[src/rtl/apb_master_arbiter_if.sv]
// Requester handshake plus APB master signals for apb_master_arbiter.
// The master modport is the arbiter side; the slave modport is the requester/APB-slave side.
interface apb_master_arbiter_if #(
  parameter int NUM_REQ    = 4,
  parameter int ADDR_WIDTH = 32,
  parameter int DATA_WIDTH = 32
);
  logic [NUM_REQ-1:0]            req_valid;
  logic [NUM_REQ-1:0]            req_write;
  logic [NUM_REQ*ADDR_WIDTH-1:0] req_addr;
  logic [NUM_REQ*DATA_WIDTH-1:0] req_wdata;
  logic [NUM_REQ-1:0]            req_ready;
  logic [NUM_REQ-1:0]            rsp_valid;
  logic [DATA_WIDTH-1:0]         rsp_rdata;
  logic                          rsp_err;
  logic [ADDR_WIDTH-1:0]         PADDR;
  logic                          PSELx;
  logic                          PENABLE;
  logic                          PWRITE;
  logic [DATA_WIDTH-1:0]         PWDATA;
  logic                          PREADY;
  logic [DATA_WIDTH-1:0]         PRDATA;

  modport master (
    input  req_valid, req_write, req_addr, req_wdata, PREADY, PRDATA,
    output req_ready, rsp_valid, rsp_rdata, rsp_err,
           PADDR, PSELx, PENABLE, PWRITE, PWDATA
  );

  modport slave (
    output req_valid, req_write, req_addr, req_wdata, PREADY, PRDATA,
    input  req_ready, rsp_valid, rsp_rdata, rsp_err,
           PADDR, PSELx, PENABLE, PWRITE, PWDATA
  );
endinterface

[src/rtl/apb_master_arbiter.sv]
// Round-robin arbiter sharing one APB master port among NUM_REQ requesters,
// sequencing IDLE/SETUP/ACCESS with a PREADY wait-state timeout.
module apb_master_arbiter #(
  parameter int NUM_REQ    = 4,
  parameter int ADDR_WIDTH = 32,
  parameter int DATA_WIDTH = 32,
  parameter int TIMEOUT    = 16
) (
  input  logic                 PCLK,
  input  logic                 PRESET,
  apb_master_arbiter_if.master bus
);

  localparam int GW    = (NUM_REQ > 1) ? $clog2(NUM_REQ) : 1;
  localparam int CNT_W = (TIMEOUT > 0) ? $clog2(TIMEOUT + 1) : 1;
  localparam logic [CNT_W-1:0] CNT_LAST = (TIMEOUT > 0) ? CNT_W'(TIMEOUT - 1) : '0;
  localparam logic [GW-1:0]    LAST_RST = GW'(NUM_REQ - 1);

  typedef enum logic [1:0] {IDLE, SETUP, ACCESS} state_t;

  state_t                state_q, state_d;
  logic [GW-1:0]         last_q, last_d;
  logic [CNT_W-1:0]      cnt_q, cnt_d;
  logic                  psel_q, psel_d;
  logic                  penable_q, penable_d;
  logic                  pwrite_q, pwrite_d;
  logic [ADDR_WIDTH-1:0] paddr_q, paddr_d;
  logic [DATA_WIDTH-1:0] pwdata_q, pwdata_d;
  logic [NUM_REQ-1:0]    rvld_q, rvld_d;
  logic [DATA_WIDTH-1:0] rdata_q, rdata_d;
  logic                  err_q, err_d;

  logic                  any_req;
  logic [GW-1:0]         gnt;
  int                    cand;

  function automatic logic [NUM_REQ-1:0] onehot(input logic [GW-1:0] idx);
    logic [NUM_REQ-1:0] v;
    v      = '0;
    v[idx] = 1'b1;
    return v;
  endfunction

  // Search upward from the requester after the last grant, wrapping at NUM_REQ.
  always_comb begin
    any_req = 1'b0;
    gnt     = last_q;
    cand    = 0;
    for (int i = 1; i <= NUM_REQ; i++) begin
      cand = int'(last_q) + i;
      if (cand >= NUM_REQ) cand = cand - NUM_REQ;
      if (!any_req && bus.req_valid[cand[GW-1:0]]) begin
        any_req = 1'b1;
        gnt     = cand[GW-1:0];
      end
    end
  end

  always_comb begin
    bus.req_ready = '0;
    if (state_q == IDLE && any_req && !PRESET) bus.req_ready = onehot(gnt);
  end

  always_comb begin
    state_d   = state_q;
    last_d    = last_q;
    cnt_d     = cnt_q;
    psel_d    = psel_q;
    penable_d = penable_q;
    pwrite_d  = pwrite_q;
    paddr_d   = paddr_q;
    pwdata_d  = pwdata_q;
    rvld_d    = '0;
    rdata_d   = '0;
    err_d     = 1'b0;
    case (state_q)
      IDLE: begin
        if (any_req) begin
          state_d   = SETUP;
          last_d    = gnt;
          psel_d    = 1'b1;
          penable_d = 1'b0;
          paddr_d   = bus.req_addr[int'(gnt)*ADDR_WIDTH +: ADDR_WIDTH];
          pwrite_d  = bus.req_write[gnt];
          pwdata_d  = bus.req_write[gnt] ? bus.req_wdata[int'(gnt)*DATA_WIDTH +: DATA_WIDTH] : '0;
        end
      end
      SETUP: begin
        state_d   = ACCESS;
        penable_d = 1'b1;
        cnt_d     = '0;
      end
      ACCESS: begin
        // PREADY is checked first so a completion on the timeout cycle is not aborted.
        if (bus.PREADY) begin
          state_d   = IDLE;
          psel_d    = 1'b0;
          penable_d = 1'b0;
          rvld_d    = onehot(last_q);
          rdata_d   = pwrite_q ? '0 : bus.PRDATA;
        end else if (TIMEOUT > 0 && cnt_q == CNT_LAST) begin
          state_d   = IDLE;
          psel_d    = 1'b0;
          penable_d = 1'b0;
          rvld_d    = onehot(last_q);
          err_d     = 1'b1;
        end else begin
          cnt_d = cnt_q + CNT_W'(1);
        end
      end
      default: state_d = IDLE;
    endcase
  end

  always_ff @(posedge PCLK or posedge PRESET) begin
    if (PRESET) begin
      state_q   <= IDLE;
      last_q    <= LAST_RST;
      cnt_q     <= '0;
      psel_q    <= 1'b0;
      penable_q <= 1'b0;
      pwrite_q  <= 1'b0;
      paddr_q   <= '0;
      pwdata_q  <= '0;
      rvld_q    <= '0;
      rdata_q   <= '0;
      err_q     <= 1'b0;
    end else begin
      state_q   <= state_d;
      last_q    <= last_d;
      cnt_q     <= cnt_d;
      psel_q    <= psel_d;
      penable_q <= penable_d;
      pwrite_q  <= pwrite_d;
      paddr_q   <= paddr_d;
      pwdata_q  <= pwdata_d;
      rvld_q    <= rvld_d;
      rdata_q   <= rdata_d;
      err_q     <= err_d;
    end
  end

  assign bus.PADDR     = paddr_q;
  assign bus.PSELx     = psel_q;
  assign bus.PENABLE   = penable_q;
  assign bus.PWRITE    = pwrite_q;
  assign bus.PWDATA    = pwdata_q;
  assign bus.rsp_valid = rvld_q;
  assign bus.rsp_rdata = rdata_q;
  assign bus.rsp_err   = err_q;

endmodule

[src/flat_wrapper.sv]
// flat-port wrapper written by rule: the top's interface ports become plain ports
module apb_master_arbiter_flat 
#(
  parameter int NUM_REQ    = 4,
  parameter int ADDR_WIDTH = 32,
  parameter int DATA_WIDTH = 32,
  parameter int TIMEOUT    = 16
)
  (PCLK, PRESET, bus_req_valid, bus_req_write, bus_req_addr, bus_req_wdata, bus_PREADY, bus_PRDATA, bus_req_ready, bus_rsp_valid, bus_rsp_rdata, bus_rsp_err, bus_PADDR, bus_PSELx, bus_PENABLE, bus_PWRITE, bus_PWDATA);
  apb_master_arbiter_if #(.NUM_REQ(NUM_REQ), .ADDR_WIDTH(ADDR_WIDTH), .DATA_WIDTH(DATA_WIDTH)) bus_i ();
  input  logic PCLK;
  input  logic PRESET;
  input wire logic [$bits(bus_i.req_valid)-1:0] bus_req_valid;
  input wire logic [$bits(bus_i.req_write)-1:0] bus_req_write;
  input wire logic [$bits(bus_i.req_addr)-1:0] bus_req_addr;
  input wire logic [$bits(bus_i.req_wdata)-1:0] bus_req_wdata;
  input wire logic [$bits(bus_i.PREADY)-1:0] bus_PREADY;
  input wire logic [$bits(bus_i.PRDATA)-1:0] bus_PRDATA;
  output wire logic [$bits(bus_i.req_ready)-1:0] bus_req_ready;
  output wire logic [$bits(bus_i.rsp_valid)-1:0] bus_rsp_valid;
  output wire logic [$bits(bus_i.rsp_rdata)-1:0] bus_rsp_rdata;
  output wire logic [$bits(bus_i.rsp_err)-1:0] bus_rsp_err;
  output wire logic [$bits(bus_i.PADDR)-1:0] bus_PADDR;
  output wire logic [$bits(bus_i.PSELx)-1:0] bus_PSELx;
  output wire logic [$bits(bus_i.PENABLE)-1:0] bus_PENABLE;
  output wire logic [$bits(bus_i.PWRITE)-1:0] bus_PWRITE;
  output wire logic [$bits(bus_i.PWDATA)-1:0] bus_PWDATA;
  assign bus_i.req_valid = bus_req_valid;
  assign bus_i.req_write = bus_req_write;
  assign bus_i.req_addr = bus_req_addr;
  assign bus_i.req_wdata = bus_req_wdata;
  assign bus_i.PREADY = bus_PREADY;
  assign bus_i.PRDATA = bus_PRDATA;
  assign bus_req_ready = bus_i.req_ready;
  assign bus_rsp_valid = bus_i.rsp_valid;
  assign bus_rsp_rdata = bus_i.rsp_rdata;
  assign bus_rsp_err = bus_i.rsp_err;
  assign bus_PADDR = bus_i.PADDR;
  assign bus_PSELx = bus_i.PSELx;
  assign bus_PENABLE = bus_i.PENABLE;
  assign bus_PWRITE = bus_i.PWRITE;
  assign bus_PWDATA = bus_i.PWDATA;
  apb_master_arbiter #(.NUM_REQ(NUM_REQ), .ADDR_WIDTH(ADDR_WIDTH), .DATA_WIDTH(DATA_WIDTH), .TIMEOUT(TIMEOUT)) u_core (.PCLK(PCLK), .PRESET(PRESET), .bus(bus_i));
endmodule
[config.mk]
export PLATFORM = sky130hd
export DESIGN_NAME = apb_master_arbiter_flat
export DESIGN_NICKNAME = d
export VERILOG_FILES = /design/src/rtl/apb_master_arbiter_if.sv /design/src/rtl/apb_master_arbiter.sv /design/src/flat_wrapper.sv
export SDC_FILE = /design/constraint.sdc
export NUM_CORES = 1
export LEC_CHECK = 0
export ABC_AREA = 1
export BUFFER_PORTS_ARGS = -buffer_cell sky130_fd_sc_hd__buf_2
export CORE_AREA = 5 5 156 158
export DETAILED_ROUTE_END_ITERATION = 10
export DIE_AREA = 0 0 161 163
export RECOVER_POWER = 100
export SETUP_SLACK_MARGIN = 0.4
export SYNTH_ARGS = -nofsm -noshare
export SYNTH_HDL_FRONTEND = slang
export SYNTH_SLANG_ARGS = --single-unit
[constraint.sdc]
create_clock -name PCLK -period 8.6 [get_ports PCLK]
set_clock_uncertainty 0.1 [all_clocks]
set_input_delay 1.72 -clock PCLK [delete_from_list [all_inputs] [get_ports PCLK]]
set_output_delay 1.72 -clock PCLK [all_outputs]
set_load 0.01 [all_outputs]
==> results of run 1 <==
[routing by layer]
layer / part of all wire, % / wire length (um)
met5: 0.047 / 13
met4: 1.5 / 406
met3: 8.4 / 2330
met2: 48 / 13360
met1: 42 / 11540
[state kept, by name, summed over array words and instances (netlist names)]
register / cells
u_core.bus.PADDR: 32
u_core.bus.PENABLE: 1
u_core.bus.PSELx: 1
u_core.bus.PWDATA: 32
u_core.bus.PWRITE: 1
u_core.bus.rsp_err: 1
u_core.bus.rsp_rdata: 32
u_core.bus.rsp_valid: 4
u_core.cnt_q: 5
u_core.last_q: 2
u_core.state_q: 2
[worst reg2reg max path: cells and delay by family, from the launching register on]
family                   cells  cell delay [ns]
adder cells (fa/ha/maj)      1             0.35
buffers and inverters        3             0.32
flip-flops                   1             0.70
AND/OR/NAND/NOR             10             4.53
[kinds of logic after synthesis]
kind of cell	after synthesis
buffers and inverters	129
adders and majority gates	10
and+or+nand+nor	816
AOI/OAI and AO/OA	18
DFF	113
[metrics by stage]
| stage | power [mW] | hold slack [ns] | worst slack, ns |
|---|---|---|---|
| 6_report | 4.504 | 0.3810 | 1.985 |
| 5_1_grt | 4.994 | 0.3968 | 1.293 |
| 3_3_place_gp | 3.896 | 0.3567 | 2.789 |
| 3_5_place_dp | 3.905 | 0.3599 | 2.758 |
| 4_1_cts | 4.615 | 0.3780 | 2.754 |
| 2_1_floorplan | 3.197 | 0.3711 | 1.909 |
[Yosys cell counts, types with 2 or more instances]
master / count / area (um^2)
nand3_1: 171 / 855.8
nor2_1: 45 / 168.9
buf_2: 34 / 170.2
clkbuf_1: 11 / 41.29
nand2_2: 23 / 143.9
dfrtp_1: 111 / 2778
nand2_1: 563 / 2113
nand4_1: 3 / 18.77
inv_2: 3 / 11.26
nand3_2: 3 / 30.03
inv_1: 57 / 214.0
buf_6: 4 / 45.04
nor3_1: 5 / 25.02
dfstp_2: 2 / 52.55
ha_1: 10 / 125.1
a21oi_1: 5 / 25.02
o22ai_1: 3 / 18.77
nand2_4: 2 / 22.52
buf_4: 19 / 142.6
o21ai_0: 5 / 25.02
[cell type report]
class	instances	share of cell area [%]
sequential	113	29.60
tap	290	3.794
timing repair buffer	416	20.52
antenna	2	0.05234
inverter	61	2.460
multi-input combinational	844	37.68
clock buffer	17	4.449
clock inverter	15	1.452
[worst min path at each step]
stage,from,endpoint,slack (ns),cells past startpoint
after floorplan,u_core.cnt_q[0],u_core.cnt_q[0],0.37,1
after global placement,u_core.bus.PWDATA[5],u_core.bus.PWDATA[5],0.36,2
after detailed placement,u_core.bus.PWDATA[13],u_core.bus.PWDATA[13],0.36,2
after CTS,u_core.bus.PWDATA[21],u_core.bus.PWDATA[21],0.38,2
after global routing,u_core.bus.PWDATA[21],u_core.bus.PWDATA[21],0.40,2
final,u_core.bus.PWDATA[21],u_core.bus.PWDATA[21],0.38,2
[power by group through the flow]
| stage | clock network (mW) | registers [mW] | logic [mW] |
|---|---|---|---|
| floorplan | 0 | 0.858 | 2.34 |
| global placement | 0 | 0.810 | 3.09 |
| detailed placement | 0 | 0.808 | 3.10 |
| CTS | 0.701 | 0.805 | 3.11 |
| global route | 0.728 | 0.829 | 3.44 |
| finish | 0.682 | 0.810 | 3.01 |
==> impl_metrics.ini, run 1 <==
[worst_setup_path]
crit_family = buffers and inverters
worst_r2r_path_depth = 14
crit_type = in -> out
r2r-start = u_core.last_q[0]
cp_data_required_time_ns = 6.78
cp_max_fo = 54
rrSetupSlack_ns = 2.53
cp.arrival_ns = 4.79
critPathSlowestCell = clkinvlp_2
endpoint_kind = output pin
cpPeakStageDelay_ns = 1.85
cp-start-kind = primary input
cp-endpoint = bus_req_ready[2]
reg2reg_to = u_core.bus.PWDATA[18]
worstPathCellList = buf_2, clkinvlp_2, nand2_1, nor3_1, clkbuf_1
path_buf_inv = 3
crit_cells = 5
critPathLaunch = PRESET

[die]
io_pins = 407
rows = 56
die_w_um = 161
initial_utilization_pct = 30.86
core-area_um2 = 22980
die-area_um2 = 26240
die_h_um = 163

[place]
port_buffers = 406
post-place-cells = 1724
dp_hpwl_um = 20620
gp_congestion = 0.8625
placed_area_um2 = 9179

[logic_synthesis]
synth_compound_area_share_pct = 1.499
synth_fp_nets = 1395
avgSynthCellArea_um2 = 6.531
synthSimpleGateAreaFrac_pct = 47.91
syn-instance-count = 1086
ys_warn_count = 0
synth_mux_area_share_pct = 0
synth-edff-count = 0
async_flop_share_pct = 100.0
synth_flop_cell = dfrtp_1
synth_xor_area_share_pct = 0
netlist-cell-type-count = 27
seq_area_frac_synth_pct = 39.90
synth-adder-area-share_pct = 1.764
synth_top_family_by_area = simple AND/OR/NAND/NOR gates
syn_area_um2 = 7093
ys_ff_latch = 113

[routing]
wl_um = 27650
antenna_left = 0
via_count = 8135
vias_per_cell = 4.627
wl_per_cell_um = 15.73
first_pass_iters = 5
drc = 0
drtIter0Drc = 539

[cts]
hold_buffers = 0
clock-sinks = 113
cts_tree = yes
numCtsBuffers = 17
htree_num_levels = 4
path_clk_slew_ns = 0.06
post_cts_resized = 0
cts-root-buf = clkbuf_16
cts_buffer_depth = 2
clock_latency_ns = 0.41
postCtsSetupRepairBufs = 0

[grt]
grt_pass1_vias = 7939
gr-total-overflow = 0
grt_max_degree = 70
grt_usage_pct = 20.33
antenna_found_initial = 3
met2_usage_pct = 34.34
gr-usage-met1_pct = 25.90
grt-busiest-layer = met2
grt_pass1_wl_um = 42340
grtUsageMet3_pct = 5.568

[timing]
worst_slew_pin_slew_ns = 3.391
timing.final.crit_share_pct = 76.91
period_needed_ns = 6.615
drv_slew = 191
fin_tns_setup_ns = 0
maxSlewHeadroom_pct = -126.0
clock.fmax_mhz = 151.2
finalSetupViolCount = 0
rsz0062_at_grt = no
finalHoldViolCount = 0

[pwr]
intPower_mw = 1.989
vdd_drop_max_mv = 0.3592
power_density_nw_per_um2 = 471.0
cellLeakagePower_nw = 5.656
p_comb_share_pct = 66.9
power.share.sequential_pct = 18.0
p_sw_share_pct = 55.85
pwr-share-clk_pct = 15.2
p_switching_mw = 2.516

[final_layout]
drive_above_1_share_pct = 25.03
nets = 1762
final_cell_mix = nand2_1 (568), buf_2 (296), nand3_1 (170)
final_area_um2 = 9563
final_common_cell = nand2_1
nFillCells = 2543
ff_latch_area_um2 = 2830
multi_input_area_um2 = 3603
instances_no_fill = 1758
area_growth_syn_to_layout_pct = 34.82
postLayoutCoreUtil_pct = 41.61

[hold_path]
hold_class = reg -> reg

[outcome]
run_status = finished with violations
violations = max-capacitance violations, max-slew violations

[job]
maxCapViolations = 4
No activity file was read; power rests on OpenSTA's default activity.
==> run 2, diff against run 1 <==
Settings changed: ABC_AREA 1 to 0, CORE_AREA 5 5 156 158 to 5 5 157 159, DIE_AREA 0 0 161 163 to 0 0 162 164.
Clock period 8.6 ns to 5.5 ns, I/O delays scaled along.
==> run 2 against run 1 <==
Effect of this change: area after synthesis shrank 7.9%; sequential cell count is the same; die area grew 1.2%; routed wire length shrank 7.8%; via count shrank 15%; power grew 9.9%; setup slack lost 1.1 ns; the run still ends with max-capacitance violations, max-slew violations left; synthesized cell count shrank 35%; largest power group unchanged; combinational power shrank 15%; hold slack gained 0.014 ns.
==> impl_metrics.ini, run 2 <==
[routing]
met2_length_um = 12460
top_layer_used = met4
drtIter0Drc = 265
drc = 0
wl_per_cell_um = 18.58
wl_met3_um = 1986
wl_um = 25490
vias_per_cell = 5.013
wl_met1_um = 10500
first_pass_iters = 5
via_count = 6878
antenna_left = 0

[timing]
rsz0062_at_grt = no
drv_slew = 80
clock.fmax_mhz = 215.4
worst_slew_pin_slew_ns = 3.112
timing.final.crit_share_pct = 84.40
fin_tns_setup_ns = 0
maxSlewHeadroom_pct = -107.7
setup_slack_ns = 0.8578
finalSetupViolCount = 0
period_needed_ns = 4.642
finalHoldViolCount = 0

[die]
die_h_um = 164
die_w_um = 162
io_pins = 407
core-area_um2 = 23120
initial_utilization_pct = 28.26
rows = 56
die-area_um2 = 26570

[cts]
cts_tree = yes
postCtsSetupRepairBufs = 0
clock-sinks = 113
post_cts_resized = 0
hold_buffers = 0
clock_latency_ns = 0.41
htree_num_levels = 4
numCtsBuffers = 17
cts-root-buf = clkbuf_16
cts_buffer_depth = 2
path_clk_slew_ns = 0.06

[logic_synthesis]
syn_area_um2 = 6534
seq_area_frac_synth_pct = 43.32
synth-adder-area-share_pct = 1.915
synth_mux_area_share_pct = 11.30
synth_compound_area_share_pct = 16.81
synth_top_family_by_area = simple AND/OR/NAND/NOR gates
async_flop_share_pct = 100.0
ys_warn_count = 0
synth_xor_area_share_pct = 0
avgSynthCellArea_um2 = 9.255
synth_fp_nets = 1015
synthSimpleGateAreaFrac_pct = 21.64
synth_top_cells_by_count = nand2_1 (114), dfrtp_1 (111), and3_1 (70), mux2i_1 (67), clkbuf_1 (50)
synth_top_area_share_pct = 42.51
synth_largest_area_cell = dfrtp_1
syn-instance-count = 706
yosysMostFrequentCell = nand2_1
netlist-cell-type-count = 37
ys_ff_latch = 113
synth-edff-count = 0
synth_flop_cell = dfrtp_1
synthTopCellsByArea = dfrtp_1 (43%), mux2i_1 (10%), and3_1 (6.7%)

[grt]
grt_pass1_wl_um = 38140
grt_pass1_vias = 6811
antenna_found_initial = 1
grt_usage_pct = 18.24
grt_max_degree = 102
gr-total-overflow = 0

[worst_setup_path]
crit_path_frequent_cell = mux2_1
cpPeakStageDelay_ns = 0.78
endpoint_kind = output pin
cp_max_fo = 28
crit_family = multiplexers
critPathSlowestCell = mux2_1
cp-start-kind = register
path_buf_inv = 2
worstPathCellList = inv_1, ha_1, mux2_1, o22ai_1, mux2_1, nor4_1, clkbuf_1
cp_data_required_time_ns = 4.30
crit_type = reg -> out
cp.arrival_ns = 3.44

[pwr]
cellLeakagePower_nw = 4.677
vdd_drop_max_mv = 0.2553
power_density_nw_per_um2 = 538.6

[final_layout]
nets = 1377
area_growth_syn_to_layout_pct = 40.67
final_common_cell = buf_2
drive_above_1_share_pct = 31.91
final_area_um2 = 9191
final_cell_mix = buf_2 (296), nand2_1 (114), clkbuf_1 (111), dfrtp_1 (111), and3_1 (69)

[place]
port_buffers = 406
placed_area_um2 = 8753
gp_congestion = 0.8405
dp_slack_ns = 1.344
dp_hpwl_um = 19070

[outcome]
run_status = finished with violations
violations = max-capacitance violations, max-slew violations

[hold_path]
hold_class = reg -> reg

[job]
maxCapViolations = 1
[run 2: changes by cell type after synthesis, moves of 34 or more]
cell / change
clkbuf_1: +39
nor4_1: +37
nand3_1: -171
nand2_1: -449
nor2_1: -37
mux2i_1: +67
and3_1: +70
inv_1: -51
and2_1: +34
[run 2: tightest hold or removal path, delay by kind of cell, from the launching register on]
family / cells / cell delay (ns)
compound gates: 1 / 0.07
flops: 1 / 0.34
simple gates: 1 / 0.05
[run 2: layer usage]
| layer | up-vias | GRT usage (%) |
|---|---|---|
| met5 | - | 0 |
| met4 | 0 | 5.882 |
| met3 | 30 | 5.445 |
| met2 | 322 | 30.69 |
| met1 | 3195 | 22.54 |
| li1 | 3331 | - |
[run 2: stage by stage]
step,hold slack (ns),util [%],instances,power (mW)
after floorplan,0.3498,-,706,3.079
after global placement,0.3673,37.86,1339,3.933
after detailed placement,0.3804,37.86,1339,3.964
after CTS,0.3947,40.38,1371,5.096
after global routing,0.4155,39.75,1372,5.319
final,0.3951,39.75,1372,4.951
[run 2: cell type report]
cell class / count / area (um^2)
fillers: 2440 / 13930
multi-input cells: 513 / 3396
flip-flops and latches: 113 / 2830
repair buffers: 417 / 1993
clock buffers: 18 / 439.2
well taps: 290 / 362.8
clock inverters: 14 / 145.1
inverters: 6 / 22.52
diodes: 1 / 2.502
[run 2: cell families (layout without fill, tap and decap cells)]
kind of cell,count (synthesis),after routing
buffers and inverters,80,455
DFF,113,113
and+or+nand+nor,274,274
muxes,72,72
adders and majority gates,10,10
AOI/OAI and AO/OA,157,157
other,0,1
[run 2: power breakdown]
| group | switching [mW] | internal (mW) | leakage (nW) |
|---|---|---|---|
| registers | 0.168 | 1.11 | 1.48 |
| clock network | 0.458 | 0.650 | 0.279 |
| logic | 1.60 | 0.965 | 2.92 |
| total | 2.23 | 2.72 | 4.68 |
[run 2: path summary, 6_finish.rpt]
path	from	to	slack, ns	depth (start not counted)
setup / recovery	u_core.last_q[1]	bus_req_ready[2]	0.86	7
hold / removal	u_core.bus.PWDATA[19]	u_core.bus.PWDATA[19]	0.40	2
setup reg to reg	u_core.last_q[1]	u_core.bus.PADDR[0]	1.21	9
hold reg to reg	u_core.bus.PWDATA[19]	u_core.bus.PWDATA[19]	0.40	2
max in group asynchronous	PRESET	u_core.bus.PADDR[7]	1.29	3
min in group asynchronous	PRESET	u_core.bus.PWDATA[16]	1.78	2
